===== src/rtl/shreg_seq_ctrl.sv =====
// Sequencing controller for a ring/Johnson shift register: loads a seed, then
// shifts for a captured number of steps with hold/abort, reporting busy/done/wrap.
module shreg_seq_ctrl #(
  parameter int WIDTH = 5,
  parameter int CNT_W = 8
) (
  input  logic             clk,
  input  logic             rst_n,
  input  logic             start,
  input  logic             mode,
  input  logic [WIDTH-1:0] seed,
  input  logic [CNT_W-1:0] steps,
  input  logic             hold,
  input  logic             abort,
  output logic [WIDTH-1:0] q,
  output logic [WIDTH-1:0] qb,
  output logic             busy,
  output logic             done,
  output logic             wrap
);

  typedef enum logic [1:0] {
    IDLE = 2'd0,
    RUN  = 2'd1,
    DONE = 2'd2
  } state_t;

  state_t           state;
  logic [WIDTH-1:0] seed_r;
  logic             mode_r;
  logic [CNT_W-1:0] cnt;
  logic [WIDTH-1:0] q_next;

  // Ring rotates the MSB back into bit 0; Johnson feeds back its complement.
  function automatic logic [WIDTH-1:0] shift_step(input logic [WIDTH-1:0] v,
                                                  input logic            johnson);
    logic fb;
    fb = johnson ? ~v[WIDTH-1] : v[WIDTH-1];
    return {v[WIDTH-2:0], fb};
  endfunction

  assign q_next = shift_step(q, mode_r);
  assign qb     = ~q;

  always_ff @(posedge clk or negedge rst_n) begin
    if (!rst_n) begin
      state  <= IDLE;
      q      <= '0;
      seed_r <= '0;
      mode_r <= 1'b0;
      cnt    <= '0;
      busy   <= 1'b0;
      done   <= 1'b0;
      wrap   <= 1'b0;
    end else begin
      done <= 1'b0;
      wrap <= 1'b0;
      case (state)
        IDLE: begin
          if (start) begin
            q      <= seed;
            seed_r <= seed;
            mode_r <= mode;
            cnt    <= steps;
            busy   <= 1'b1;
            if (steps != '0) begin
              state <= RUN;
            end else begin
              state <= DONE;
              done  <= 1'b1;
            end
          end
        end
        RUN: begin
          // Abort wins over hold and leaves q at its current value.
          if (abort) begin
            state <= IDLE;
            busy  <= 1'b0;
          end else if (!hold) begin
            q    <= q_next;
            wrap <= (q_next == seed_r);
            if (cnt != '0) begin
              cnt <= cnt - CNT_W'(1);
            end
            if (cnt <= CNT_W'(1)) begin
              state <= DONE;
              done  <= 1'b1;
            end
          end
        end
        DONE: begin
          state <= IDLE;
          busy  <= 1'b0;
        end
        default: begin
          state <= IDLE;
          busy  <= 1'b0;
        end
      endcase
    end
  end

endmodule

===== config.mk =====
export PLATFORM = sky130hd
export DESIGN_NAME = shreg_seq_ctrl
export DESIGN_NICKNAME = d
export VERILOG_FILES = /design/src/rtl/shreg_seq_ctrl.sv
export SDC_FILE = /design/constraint.sdc
export NUM_CORES = 1
export LEC_CHECK = 0
export CAP_MARGIN = 20
export CORE_MARGIN = 5
export CORE_UTILIZATION = 25
export CTS_BUF_LIST = sky130_fd_sc_hd__clkbuf_16
export DETAILED_ROUTE_END_ITERATION = 12
export GPL_TIMING_DRIVEN = 0
export PLACE_DENSITY_LB_ADDON = 0.2
export SLEW_MARGIN = 5
export SYNTH_ARGS = -nofsm -noshare
export SYNTH_HDL_FRONTEND = slang
export SYNTH_SLANG_ARGS = --single-unit

===== constraint.sdc =====
create_clock -name clk -period 2.3 [get_ports clk]
set_clock_uncertainty 0.2 [all_clocks]
set_input_delay 0.46 -clock clk [delete_from_list [all_inputs] [get_ports clk]]
set_output_delay 0.46 -clock clk [all_outputs]
set_load 0.01 [all_outputs]

# == After elaboration in Yosys (flattened, before gate mapping) ==
# Index checks and enable logic that the tools add are counted.
# word_totals
input_bits,19
elab_cells,58
regBits,24
out_inout_bits,13
# op_classes
magnitude_cmp,1
eq_ne,9
n_bitwise,2
addsub,1
n_reduce_logical,9
mux,28
# ops
op,n
$mux W8,4
$pmux W8 S2,1
$reduce_bool A8 Y1,2
$mux W5,3
$mux W1,11
$mux W2,5
$ne A2 B2 Y1 const B,5
$pmux W5 S2,1
$le A8 B1 Y1 const B,1
$sub A8 B1 Y8 const B,1
$ne A3 B3 Y1 const B,2
$eq A5 B5 Y1,1
$not A5 Y5,1
$reduce_and A5 Y1,1
$pmux W1 S2,2
$pmux W2 S2,1
$reduce_and A2 Y1,2
$reduce_and A4 Y1,1
$reduce_and A3 Y1,1
$eq A2 B1 Y1 const B,1
$logic_not A2 Y1,1
$reduce_bool A2 Y1,1
$not A1 Y1,1

# == Logic depth before layout (Yosys ltp) ==
# depth
ltp_word,6
ltp_mapped,6

# == Least setup slack after synthesis ==
# Ideal clock, no wire load.
# synth_timing
path_type,register to register
startpoint,register cnt[0]
endpoint,register cnt[6]
n_path_buf,0
slack_ns,0.416
synth_period_minus_slack_ns,1.884
t_arrival_ns,1.562
stages_incl_launch_ff,7
setup_ns,0.122
path_cell_list,dfrtp_1 > inv_1 > ha_1 > or3b_2 > o31ai_1 > nand3_1 > o2bb2ai_1
# synth_between
elab_chain_len,5
word_cells_on_any_way,8
# synth_lines
element,line_no,source
start: declaration,31,logic [CNT_W-1:0] cnt;
start signal: assignment,64,cnt <= steps;
start signal: assignment,83,cnt <= cnt - CNT_W'(1);
$sub A8 B1 Y8,83,
$mux W8,82,if (cnt != '0) begin
$mux W8,79,end else if (!hold) begin
$mux W8,76,if (abort) begin
$pmux W8 S2,58,case (state)
# Parallel ways exist; a longest one is shown, timed or not. The select of a mux whose other input is x is not followed.
# A chain may end at the register's enable or synchronous reset.

# == Final worst setup path ==
# layout_timing
startpoint,input start
endpoint,register q[0]
# layout_between
elab_chain_len,2
# layout_lines
element,line_no,source
start: declaration,9,"input logic start,"
$ne A2 B2 Y1 (no line),-,
$reduce_and A4 Y1 (no line),-,
end signal: assignment,80,q <= q_next;
end: declaration,15,"output logic [WIDTH-1:0] q,"
# No other way between the ends.

==> metrics.csv <==
metric;value;unit
DR iter-0 viols;39;
cts bufs inserted;3;
DP Area;1780;µm²
Syn Inst Count;135;
Layout area overhead;35.9;%
antenna-violating nets left;0;
largest family of logic cells by synthesized area;simple AND/OR/NAND/NOR gates;
post-DP HPWL;2.68;mm
fill count;564;
Cell Area, Synth;1370;µm²
post-route setup slack;0.244;ns
area leader, netlist;dfrtp_1;
Ys Warns;0;
Synth Area in Compound Gates;17.1;%
Die W;84.0;µm
Syn Area/Cell;10.1;µm²
Post-CTS Hold Fix Bufs;0;
flop2flop setup slack;0.28;ns
Slowest-stage cell, CP;clkdlybuf4s50_1;
final slew viol count;0;
Data arrival, critical path;2.03;ns
die area;7050;µm²
Detailed Route WL;3.44;mm
Adder-Cell Fraction of Synth Area;2.74;%
Port-buffer cells;31;
GRT Util Overall;10.3;%
Crit Path Class;in2reg;
Setup crit start kind;primary input;
f_max;486;MHz
Crit path max-delay family;buffers and inverters;
Pre-antenna DRT Iters;4;
effective utilization at floorplan;25.3;%
I/O Pins;32;
pre-CTS WS;-0.0520;ns
antenna violations before repair;0;
Final nets;194;
number of synthesized flops with an enable pin;0;
transition time of the tightest slew-check pin;0.597;ns
Finished Layout Cells;242;
Tcrit/Tclk final;89.4;%
Crit path buffers/inverters;3;
via count;1155;
H-Tree Level Count;1;
ys async rst share;100;%
Post-CTS Repair Setup Buffers;0;
via density per instance;4.77;
Root Buffer;clkbuf_16;
post-CTS sizing;0;
# placed instances;239;
worst reg2reg path depth;6;
post-synthesis mux area share;5.67;%
Final setup viols;0;
core area;5410;µm²
fin crit period;2.06;ns
hold crit path type;reg2reg;
most frequent cell after synthesis;dfrtp_1;
crit path max fanout;10;
TritonCTS clock tree;yes;
required time worst endpoint;2.28;ns
WL/cell;14.2;µm
cells along the critical path;clkdlybuf4s50_1 > nor3b_4 > a21o_1 > buf_6 > buf_12 > o211ai_1 > o21ai_0;
# diodes;0;
Max Cap Viol;0;
vias in the first global route;1192;
Post-Syn Nets;157;
Synth Area in XOR/XNOR;3.84;%
final hold vios;0;
status;completed;
Synth Area in Simple Gates;21.6;%
Total Power;0.00211;W
layout cells sized above 1;15.3;%
clk slew on worst S/H paths;0.06;ns
CTS max path bufs;2;
DRC;0;
Crit path depth;7;
Clock Sinks;24;
Die Ht;84.0;µm
Worst Hold Depth;2;
CP peak stage delay;0.49;ns
Max-Slew Margin vs Limit;60.1;%
Worst Setup End Kind;register;
Synth Flop Type;dfrtp_1;
RSZ-0062 raised after global routing;false;
worst-case vdd ir drop;0.000390;V
total grt overflow;0;
Seq/Total Area, Yosys;43.9;%
Synth top cells by count;dfrtp_1, nand2_1, a21oi_1, inv_1;
Rows;27;
first-pass GRT wire length;5.91;mm
Skew-Pair Late Insertion Delay;0.25;ns
#FFs+latches synth;24;
top cell type's share of synthesized area;43.9;%
GP Congestion;0.794;
post-route cell area;1860;µm²
final core occ;34.4;%
leakage power;0.743;nW
PwrDens;1130;nW/µm²
Synth area leaders;dfrtp_1, mux2_2, nand2_1;
synth unique cells;38;
largest net degree at the start of global routing;14;
[kinds of logic (layout without fill, tap and decap cells)]
family | after synthesis | count (layout)
adder cells (fa/ha/maj) | 3 | 3
XOR/XNOR | 6 | 6
buffers and inverters | 12 | 47
flip-flops | 24 | 24
AND/OR/NAND/NOR | 52 | 52
AO/OA/AOI/OAI | 31 | 31
multiplexers | 7 | 7
[worst paths after layout]
kind	start	end
max	start	q[0]
min reg2reg	busy	busy
max in group asynchronous	rst_n	wrap
min	busy	busy
min in group asynchronous	rst_n	mode_r
max reg2reg	cnt[0]	cnt[6]
[stage by stage]
stage	hold slack, ns	setup TNS (ns)
2_1_floorplan	-0.0356	0
3_3_place_gp	0.295	-0.0721
3_5_place_dp	0.306	-0.313
4_1_cts	0.323	0
5_1_grt	0.350	0
6_report	0.315	0
[area by class of cell]
class                      count  area, µm²  area share (%)
buffer                         5       43.8            2.36
timing repair buffer          32        325            17.5
sequential                    24        601            32.3
multi-input combinational     99        697            37.5
tap                           72       90.1            4.85
clock buffer                   3       75.1            4.04
inverter                       7       26.3            1.41
[sequential cells by signal (all words and copies together) (netlist names)]
signal / flops
cnt: 8
q: 5
seed_r: 5
state: 2
busy: 1
done: 1
mode_r: 1
wrap: 1
[power breakdown]
part | leakage [nW] | internal [W] | switching [W]
logic | 0.416 | 0.000517 | 0.000454
registers | 0.290 | 0.000581 | 0.000183
clock network | 0.0370 | 0.000230 | 0.000142
[worst min-delay path: stages (launching register included)]
cell and delay, ns:
dfrtp_1 0.34, a21oi_1 0.06, nor2_1 0.07
[per-layer routing]
metal	vias up	wire length, µm	global-route usage [%]
met4	0	14	2.63
met2	36	1600	16.1
met1	555	1630	14.4
li1	562	-	-
met5	-	0	0
met3	2	196	2.37
[layout by cell type (no fill, tap or decap), types with 4 or more instances in the layout]
cell / synthesis / layout
a21oi_1: 8 / 8
a31oi_2: 4 / 4
clkdlybuf4s50_1: 0 / 31
dfrtp_1: 24 / 24
inv_1: 7 / 7
mux2_2: 6 / 6
nand2_1: 14 / 14
nand3_1: 6 / 6
nor2_1: 6 / 6
nor2_2: 4 / 4
nor3_1: 5 / 5
nor4_1: 5 / 5
o2bb2ai_1: 6 / 6
o31ai_1: 4 / 4
xnor2_1: 5 / 5
No activity file was read; power rests on OpenSTA's default activity.
